--- src/rtl/ir_camera_tracker.sv ---
// IR camera tracker: writes a configuration table to the camera through i2c_master,
// then polls 16-byte position frames and publishes up to four decoded blobs per frame.
module ir_camera_tracker #(
    parameter int unsigned              NUM_CONFIG  = 3,
    parameter logic [NUM_CONFIG*16-1:0] CONFIG_DATA = 48'h300130083333,
    parameter logic [6:0]               I2C_ADDR    = 7'h58,
    parameter int unsigned              NUM_BLOBS   = 4,
    parameter int unsigned              GAP_CYCLES  = 100,
    parameter int unsigned              TIMEOUT     = 65535
) (
    input  logic                     clk,
    input  logic                     reset,
    input  logic                     enable,
    output logic                     i2c_start,
    output logic                     i2c_rw,
    output logic [6:0]               i2c_addr,
    output logic [7:0]               i2c_data,
    output logic [4:0]               i2c_packets,
    input  logic                     i2c_ready,
    input  logic                     i2c_data_req,
    input  logic [7:0]               i2c_data_in,
    input  logic                     i2c_data_valid,
    output logic [10*NUM_BLOBS-1:0]  x,
    output logic [10*NUM_BLOBS-1:0]  y,
    output logic [4*NUM_BLOBS-1:0]   size,
    output logic [NUM_BLOBS-1:0]     blob_valid,
    output logic                     frame_valid,
    output logic                     configured,
    output logic [7:0]               error_count
);
    localparam int unsigned SB = 3 * NUM_BLOBS;
    localparam int GW = $clog2(GAP_CYCLES + 1);
    localparam int TW = $clog2(TIMEOUT + 1);

    typedef enum logic [3:0] {
        S_IDLE, S_CFG_START, S_CFG_WAIT, S_CFG_GAP, S_REQ_START, S_REQ_WAIT,
        S_RD_START, S_RD_WAIT, S_PUBLISH, S_POLL_GAP
    } state_t;

    state_t                  r_state, w_next;
    logic                    r_start, r_rw, r_configured, r_frame_valid;
    logic [7:0]              r_data, r_err;
    logic [4:0]              r_packets, r_byte_cnt;
    logic [3:0]              r_cfg_idx;
    logic [7:0]              r_shadow [SB];
    logic [GW-1:0]           r_gap;
    logic [TW-1:0]           r_wd;
    logic [10*NUM_BLOBS-1:0] r_x, r_y, w_x, w_y;
    logic [4*NUM_BLOBS-1:0]  r_size, w_size;
    logic [NUM_BLOBS-1:0]    r_bv, w_bv;
    logic [15:0]             w_cfg_pair;
    logic w_wait, w_done, w_tmo, w_gap_in, w_gap_done, w_store, w_full, w_cfg_more, w_err_inc;

    assign i2c_start   = r_start;
    assign i2c_rw      = r_rw;
    assign i2c_addr    = I2C_ADDR;
    assign i2c_data    = r_data;
    assign i2c_packets = r_packets;
    assign x           = r_x;
    assign y           = r_y;
    assign size        = r_size;
    assign blob_valid  = r_bv;
    assign frame_valid = r_frame_valid;
    assign configured  = r_configured;
    assign error_count = r_err;

    // Start drops once the master reports busy, so start low plus ready high means done.
    assign w_wait     = r_state inside {S_CFG_WAIT, S_REQ_WAIT, S_RD_WAIT};
    assign w_done     = w_wait && !r_start && i2c_ready;
    assign w_tmo      = w_wait && !w_done && (r_wd == TW'(TIMEOUT - 1));
    assign w_gap_in   = r_state inside {S_CFG_GAP, S_POLL_GAP};
    assign w_gap_done = (r_gap == GW'(GAP_CYCLES - 1));
    assign w_store    = (r_state == S_RD_WAIT) && i2c_data_valid && (r_byte_cnt < 5'd16);
    assign w_full     = (r_byte_cnt == 5'd16) || (w_store && r_byte_cnt == 5'd15);
    assign w_cfg_more = r_cfg_idx < 4'(NUM_CONFIG);
    assign w_err_inc  = w_tmo || ((r_state == S_RD_WAIT) && w_done && !w_full);

    always_comb begin
        w_cfg_pair = '0;
        for (int unsigned i = 0; i < NUM_CONFIG; i++)
            if (r_cfg_idx == 4'(i)) w_cfg_pair = CONFIG_DATA[(NUM_CONFIG-1-i)*16 +: 16];
    end

    always_comb begin
        w_x = '0;
        w_y = '0;
        w_size = '0;
        w_bv = '0;
        for (int unsigned k = 0; k < NUM_BLOBS; k++) begin
            w_x[10*k +: 10]  = {r_shadow[3*k+2][5:4], r_shadow[3*k]};
            w_y[10*k +: 10]  = {r_shadow[3*k+2][7:6], r_shadow[3*k+1]};
            w_size[4*k +: 4] = r_shadow[3*k+2][3:0];
            w_bv[k]          = ~&{r_shadow[3*k], r_shadow[3*k+1], r_shadow[3*k+2]};
        end
    end

    always_comb begin
        w_next = r_state;
        unique case (r_state)
            S_IDLE:      if (enable) w_next = r_configured ? S_REQ_START : S_CFG_START;
            S_CFG_START: w_next = S_CFG_WAIT;
            S_CFG_WAIT:  if (w_done) w_next = S_CFG_GAP; else if (w_tmo) w_next = S_IDLE;
            S_CFG_GAP:   if (w_gap_done) w_next = w_cfg_more ? S_CFG_START : S_REQ_START;
            S_REQ_START: w_next = S_REQ_WAIT;
            S_REQ_WAIT:  if (w_done) w_next = S_RD_START; else if (w_tmo) w_next = S_IDLE;
            S_RD_START:  w_next = S_RD_WAIT;
            S_RD_WAIT:   if (w_done) w_next = w_full ? S_PUBLISH : S_POLL_GAP;
                         else if (w_tmo) w_next = S_IDLE;
            S_PUBLISH:   w_next = S_POLL_GAP;
            S_POLL_GAP:  if (w_gap_done) w_next = enable ? S_REQ_START : S_IDLE;
            default:     w_next = S_IDLE;
        endcase
    end

    always_ff @(posedge clk or posedge reset) begin
        if (reset) r_state <= S_IDLE;
        else       r_state <= w_next;
    end

    always_ff @(posedge clk or posedge reset) begin
        if (reset) begin
            r_start       <= 1'b0;
            r_rw          <= 1'b1;
            r_data        <= '0;
            r_packets     <= '0;
            r_cfg_idx     <= '0;
            r_configured  <= 1'b0;
            r_err         <= '0;
            r_byte_cnt    <= '0;
            r_gap         <= '0;
            r_wd          <= '0;
            r_x           <= '0;
            r_y           <= '0;
            r_size        <= '0;
            r_bv          <= '0;
            r_frame_valid <= 1'b0;
            for (int unsigned i = 0; i < SB; i++) r_shadow[i] <= '0;
        end else begin
            r_frame_valid <= 1'b0;
            r_wd  <= w_wait ? r_wd + 1'b1 : '0;
            r_gap <= (w_gap_in && !w_gap_done) ? r_gap + 1'b1 : '0;
            if (w_err_inc && r_err != 8'hFF) r_err <= r_err + 8'd1;
            if (w_store) r_byte_cnt <= r_byte_cnt + 5'd1;
            // Byte 0 is a header and bytes past the last decoded blob are dropped.
            for (int unsigned i = 0; i < SB; i++)
                if (w_store && r_byte_cnt == 5'(i + 1)) r_shadow[i] <= i2c_data_in;

            unique case (r_state)
                S_CFG_START: begin
                    r_start   <= 1'b1;
                    r_rw      <= 1'b0;
                    r_packets <= 5'd2;
                    r_data    <= w_cfg_pair[15:8];
                end
                S_REQ_START: begin
                    r_start   <= 1'b1;
                    r_rw      <= 1'b0;
                    r_packets <= 5'd1;
                    r_data    <= 8'h36;
                end
                S_RD_START: begin
                    r_start    <= 1'b1;
                    r_rw       <= 1'b1;
                    r_packets  <= 5'd16;
                    r_byte_cnt <= '0;
                end
                S_CFG_WAIT, S_REQ_WAIT, S_RD_WAIT: begin
                    if (r_start && !i2c_ready) r_start <= 1'b0;
                    if (r_state == S_CFG_WAIT && i2c_data_req) r_data <= w_cfg_pair[7:0];
                    if (r_state == S_CFG_WAIT && w_done) r_cfg_idx <= r_cfg_idx + 4'd1;
                    if (w_tmo) begin
                        r_start      <= 1'b0;
                        r_configured <= 1'b0;
                        r_cfg_idx    <= '0;
                    end
                end
                S_CFG_GAP: if (w_gap_done && !w_cfg_more) r_configured <= 1'b1;
                S_PUBLISH: begin
                    r_x           <= w_x;
                    r_y           <= w_y;
                    r_size        <= w_size;
                    r_bv          <= w_bv;
                    r_frame_valid <= 1'b1;
                end
                default: ;
            endcase
        end
    end
endmodule
--- config.mk ---
export PLATFORM = sky130hd
export DESIGN_NAME = ir_camera_tracker
export DESIGN_NICKNAME = d
export VERILOG_FILES = /design/src/rtl/ir_camera_tracker.sv
export SDC_FILE = /design/constraint.sdc
export NUM_CORES = 1
export LEC_CHECK = 0
export ABC_AREA = 1
export CAP_MARGIN = 10
export CORE_MARGIN = 2
export CORE_UTILIZATION = 57
export CTS_BUF_LIST = sky130_fd_sc_hd__clkbuf_2 sky130_fd_sc_hd__clkbuf_4 sky130_fd_sc_hd__clkbuf_8
export DETAILED_ROUTE_END_ITERATION = 8
export PLACE_DENSITY = 0.82
export SYNTH_ARGS = -nofsm -noshare
export SYNTH_HDL_FRONTEND = slang
export SYNTH_SLANG_ARGS = --single-unit
--- constraint.sdc ---
create_clock -name clk -period 8.9 [get_ports clk]
set_input_delay 0.89 -clock clk [delete_from_list [all_inputs] [get_ports clk]]
set_output_delay 0.89 -clock clk [all_outputs]
set_load 0.01 [all_outputs]
==> qor.txt <==
Result of the run: completed
Root Driver: clkbuf_8
Global-route wire length before repair: 40100 um
Placed insts: 1503
Int Pwr: 2030 uW
Seq pwr share: 0.458
Yosys reg bits: 252
Vias per cell: 5.40
N_diodes: 0
Final WL: 24800 um
Final std cell area, no fill: 0.0131 mm2
CP startpoint kind: flip-flop
Post-DP Area: 0.0123 mm2
Max VDD drop: 0.106 mV
Worst hold start: r_gap[0]
Slew @ Worst Pin: 1.03 ns
Worst skew pair latency: 0.55 ns
Register area share after synthesis: 0.578
Worst endpoint required time: 9.32 ns
Post-route clock period utilization: 0.302
Worst hold path type: reg -> reg
Mapped cell area: 0.0109 mm2
TNS Setup: 0 ns
Hold Path End: r_gap[0]
Leading area contributor after synthesis: dfrtp_1
Gate Count Post-Synth: 1178
Final ANT Viol Nets: 0
Pwr/cell area: 223 mW/mm2
Sw Share: 0.307
Inserted Clock Buffers: 40
Final setup viols: 0
Post-synth EDFFs: 0
Die Span Y: 142 um
Synth async-reset ratio: 1.00
Worst endpoint data arrival time: 3.10 ns
Die Footprint: 0.0203 mm2
Wire length per cell: 15.7 um
Most frequent cells in the layout: 461 x nand2_1, 251 x dfrtp_1, 134 x clkdlybuf4s50_1
Largest net degree at the start of global routing: 138
Core Area: 0.0188 mm2
Max frequency: 0.373 GHz
Synth-to-Final Area Change: 20.0%
Cts hold-fix bufs: 0
Hold depth: 1
DR vias: 8497
Yosys top cell area share: 0.575
Final Core Density: 0.699
Port Buf Inserts: 134
Global route overflow: 0
Initial drt markers: 638
Dpl hpwl: 16000 um
Non-filler cells, final: 1574
Initial Utilization: 0.582
Crit Path Class: reg -> reg
H-tree levels: 2
Layout cells sized above 1: 0.112
R2R Path Start: r_state[0]
Combinational power share: 0.192
Crit end category: flip-flop
Slew HR: 0.311
Crit Reg-Reg Endpoint: blob_valid[0]
Tmin final: 2.68 ns
Final Hold Viols: 0
I/O pin count: 146
CTS tree: done
Clk buf depth: 3
Final net count: 1338
CTS sink count: 252
Fillers: 1424
Final GP Congestion: 0.898
Top post-synthesis cells by area: dfrtp_1 58%, nand2_1 16%, o21ai_2 3.5%
Post-CTS Setup Bufs: 0
Syn avg cell area: 9.27 um2
Vias in the first global route: 8002
Antenna violations before repair: 0
DRC violations left: 0
Leak: 0.00653 uW
P_sw: 899 uW
Drt pass-1 iters: 5
Crit path max fanout: 100
Main flop type after synthesis: dfrtp_1
R2R Setup Slk: 6.22 ns
Clock Skew: 0.0230 ns
Post-cts resize count: 0
# rows: 50
Clk pwr share: 0.349
Max_cap viols: 0
Slew Limit Fails: 0
FF-to-FF path depth: 7
Clk slew on worst S/H paths: 0.06 ns
Setup repair after global routing missed its margin: false
Die X: 142 um
Yosys warns: 0
Commonest non-fill, non-tap cell in the layout: nand2_1
Distinct cells, synth: 45
Min Hold Slack: 0.471 ns
GRT Total Usage: 0.247
[worst max path at each step]
stage / startpoint / slack, ns / cells past startpoint / endpoint
after floorplan: reset / 1.08 / 1 / blob_valid[0]
after global placement: i2c_data_valid / 5.77 / 8 / r_shadow[44]
after detailed placement: i2c_data_valid / 5.70 / 8 / r_shadow[43]
after CTS: r_state[0] / 6.23 / 7 / blob_valid[1]
after global routing: r_state[0] / 5.90 / 7 / blob_valid[0]
final: r_state[0] / 6.22 / 7 / blob_valid[0]
[per-stage QoR]
stage          setup WS, ns  total power [uW]
6_report               6.22              2920
5_1_grt                5.90              3080
4_1_cts                6.23              2940
3_5_place_dp           5.70              1920
3_3_place_gp           5.77              1900
2_1_floorplan          1.08              1730
[power by group through the flow]
stage,Sequential [uW],Clock (uW),Combinational (uW)
3_3_place_gp,1360,0,543
2_1_floorplan,1360,0,368
5_1_grt,1350,1090,631
4_1_cts,1340,1040,565
6_report,1340,1020,563
3_5_place_dp,1360,0,562
[synthesized netlist by cell type, types with 3 or more instances]
| library cell | instances |
|---|---|
| nand2_1 | 461 |
| dfrtp_1 | 251 |
| inv_1 | 73 |
| o21ai_1 | 54 |
| nor2_1 | 47 |
| o21ai_2 | 44 |
| nand4_1 | 29 |
| nand3_1 | 28 |
| clkbuf_1 | 23 |
| a21oi_1 | 21 |
| nor3_1 | 17 |
| o21ai_0 | 16 |
| buf_4 | 13 |
| ha_1 | 13 |
| buf_6 | 12 |
| xor2_1 | 10 |
| nand3_4 | 8 |
| nor4_1 | 6 |
| buf_2 | 4 |
| nand2_4 | 4 |
| xnor2_1 | 4 |
| buf_1 | 3 |
| inv_2 | 3 |
| nand3b_1 | 3 |
| nor2_4 | 3 |
| o211ai_1 | 3 |
[flip-flops by register name, indices dropped and copies added, names as in the netlist]
| signal | flops |
|---|---|
| blob_valid | 4 |
| i2c_start | 1 |
| i2c_data | 5 |
| configured | 1 |
| x | 40 |
| r_wd | 16 |
| r_gap | 7 |
| r_shadow | 96 |
| frame_valid | 1 |
| i2c_packets | 3 |
| r_cfg_idx | 4 |
| size | 16 |
| error_count | 8 |
| r_byte_cnt | 5 |
| i2c_rw | 1 |
| r_state | 4 |
| y | 40 |
[worst max-delay path, stage by stage (launching register included)]
cell and delay [ns]:
dfrtp_1 0.44, nor2_1 0.27, nand3_4 0.35, inv_2 0.11, buf_4 0.73, nand2_1 0.19
nor3_1 0.25, a21oi_1 0.10
[routing by layer]
metal	GRT usage	wire [um]
met1	0.352	11100
met3	0.0448	1350
met4	0.0823	551
met5	0	0
met2	0.388	11700
[cell type report]
type	count	area (um2)	share of cell area
repair buffers	138	1370	0.105
multi-input cells	803	4010	0.305
clock buffers	58	736	0.0561
inverters	76	293	0.0223
well taps	234	293	0.0223
clock inverters	13	106	0.00811
flip-flops and latches	252	6310	0.481
[cells by family (layout without fill, tap and decap cells)]
| logic type | Yosys count | in the layout | synth area share |
|---|---|---|---|
| compound gates | 147 | 147 | 0.0855 |
| xor+xnor | 14 | 14 | 0.0112 |
| fa+ha+maj | 13 | 13 | 0.0149 |
| buf+inv | 132 | 285 | 0.0600 |
| flops | 252 | 252 | 0.578 |
| other cells | 2 | 11 | 0.000688 |
| simple gates | 618 | 618 | 0.250 |
No activity file was read; power rests on OpenSTA's default activity.
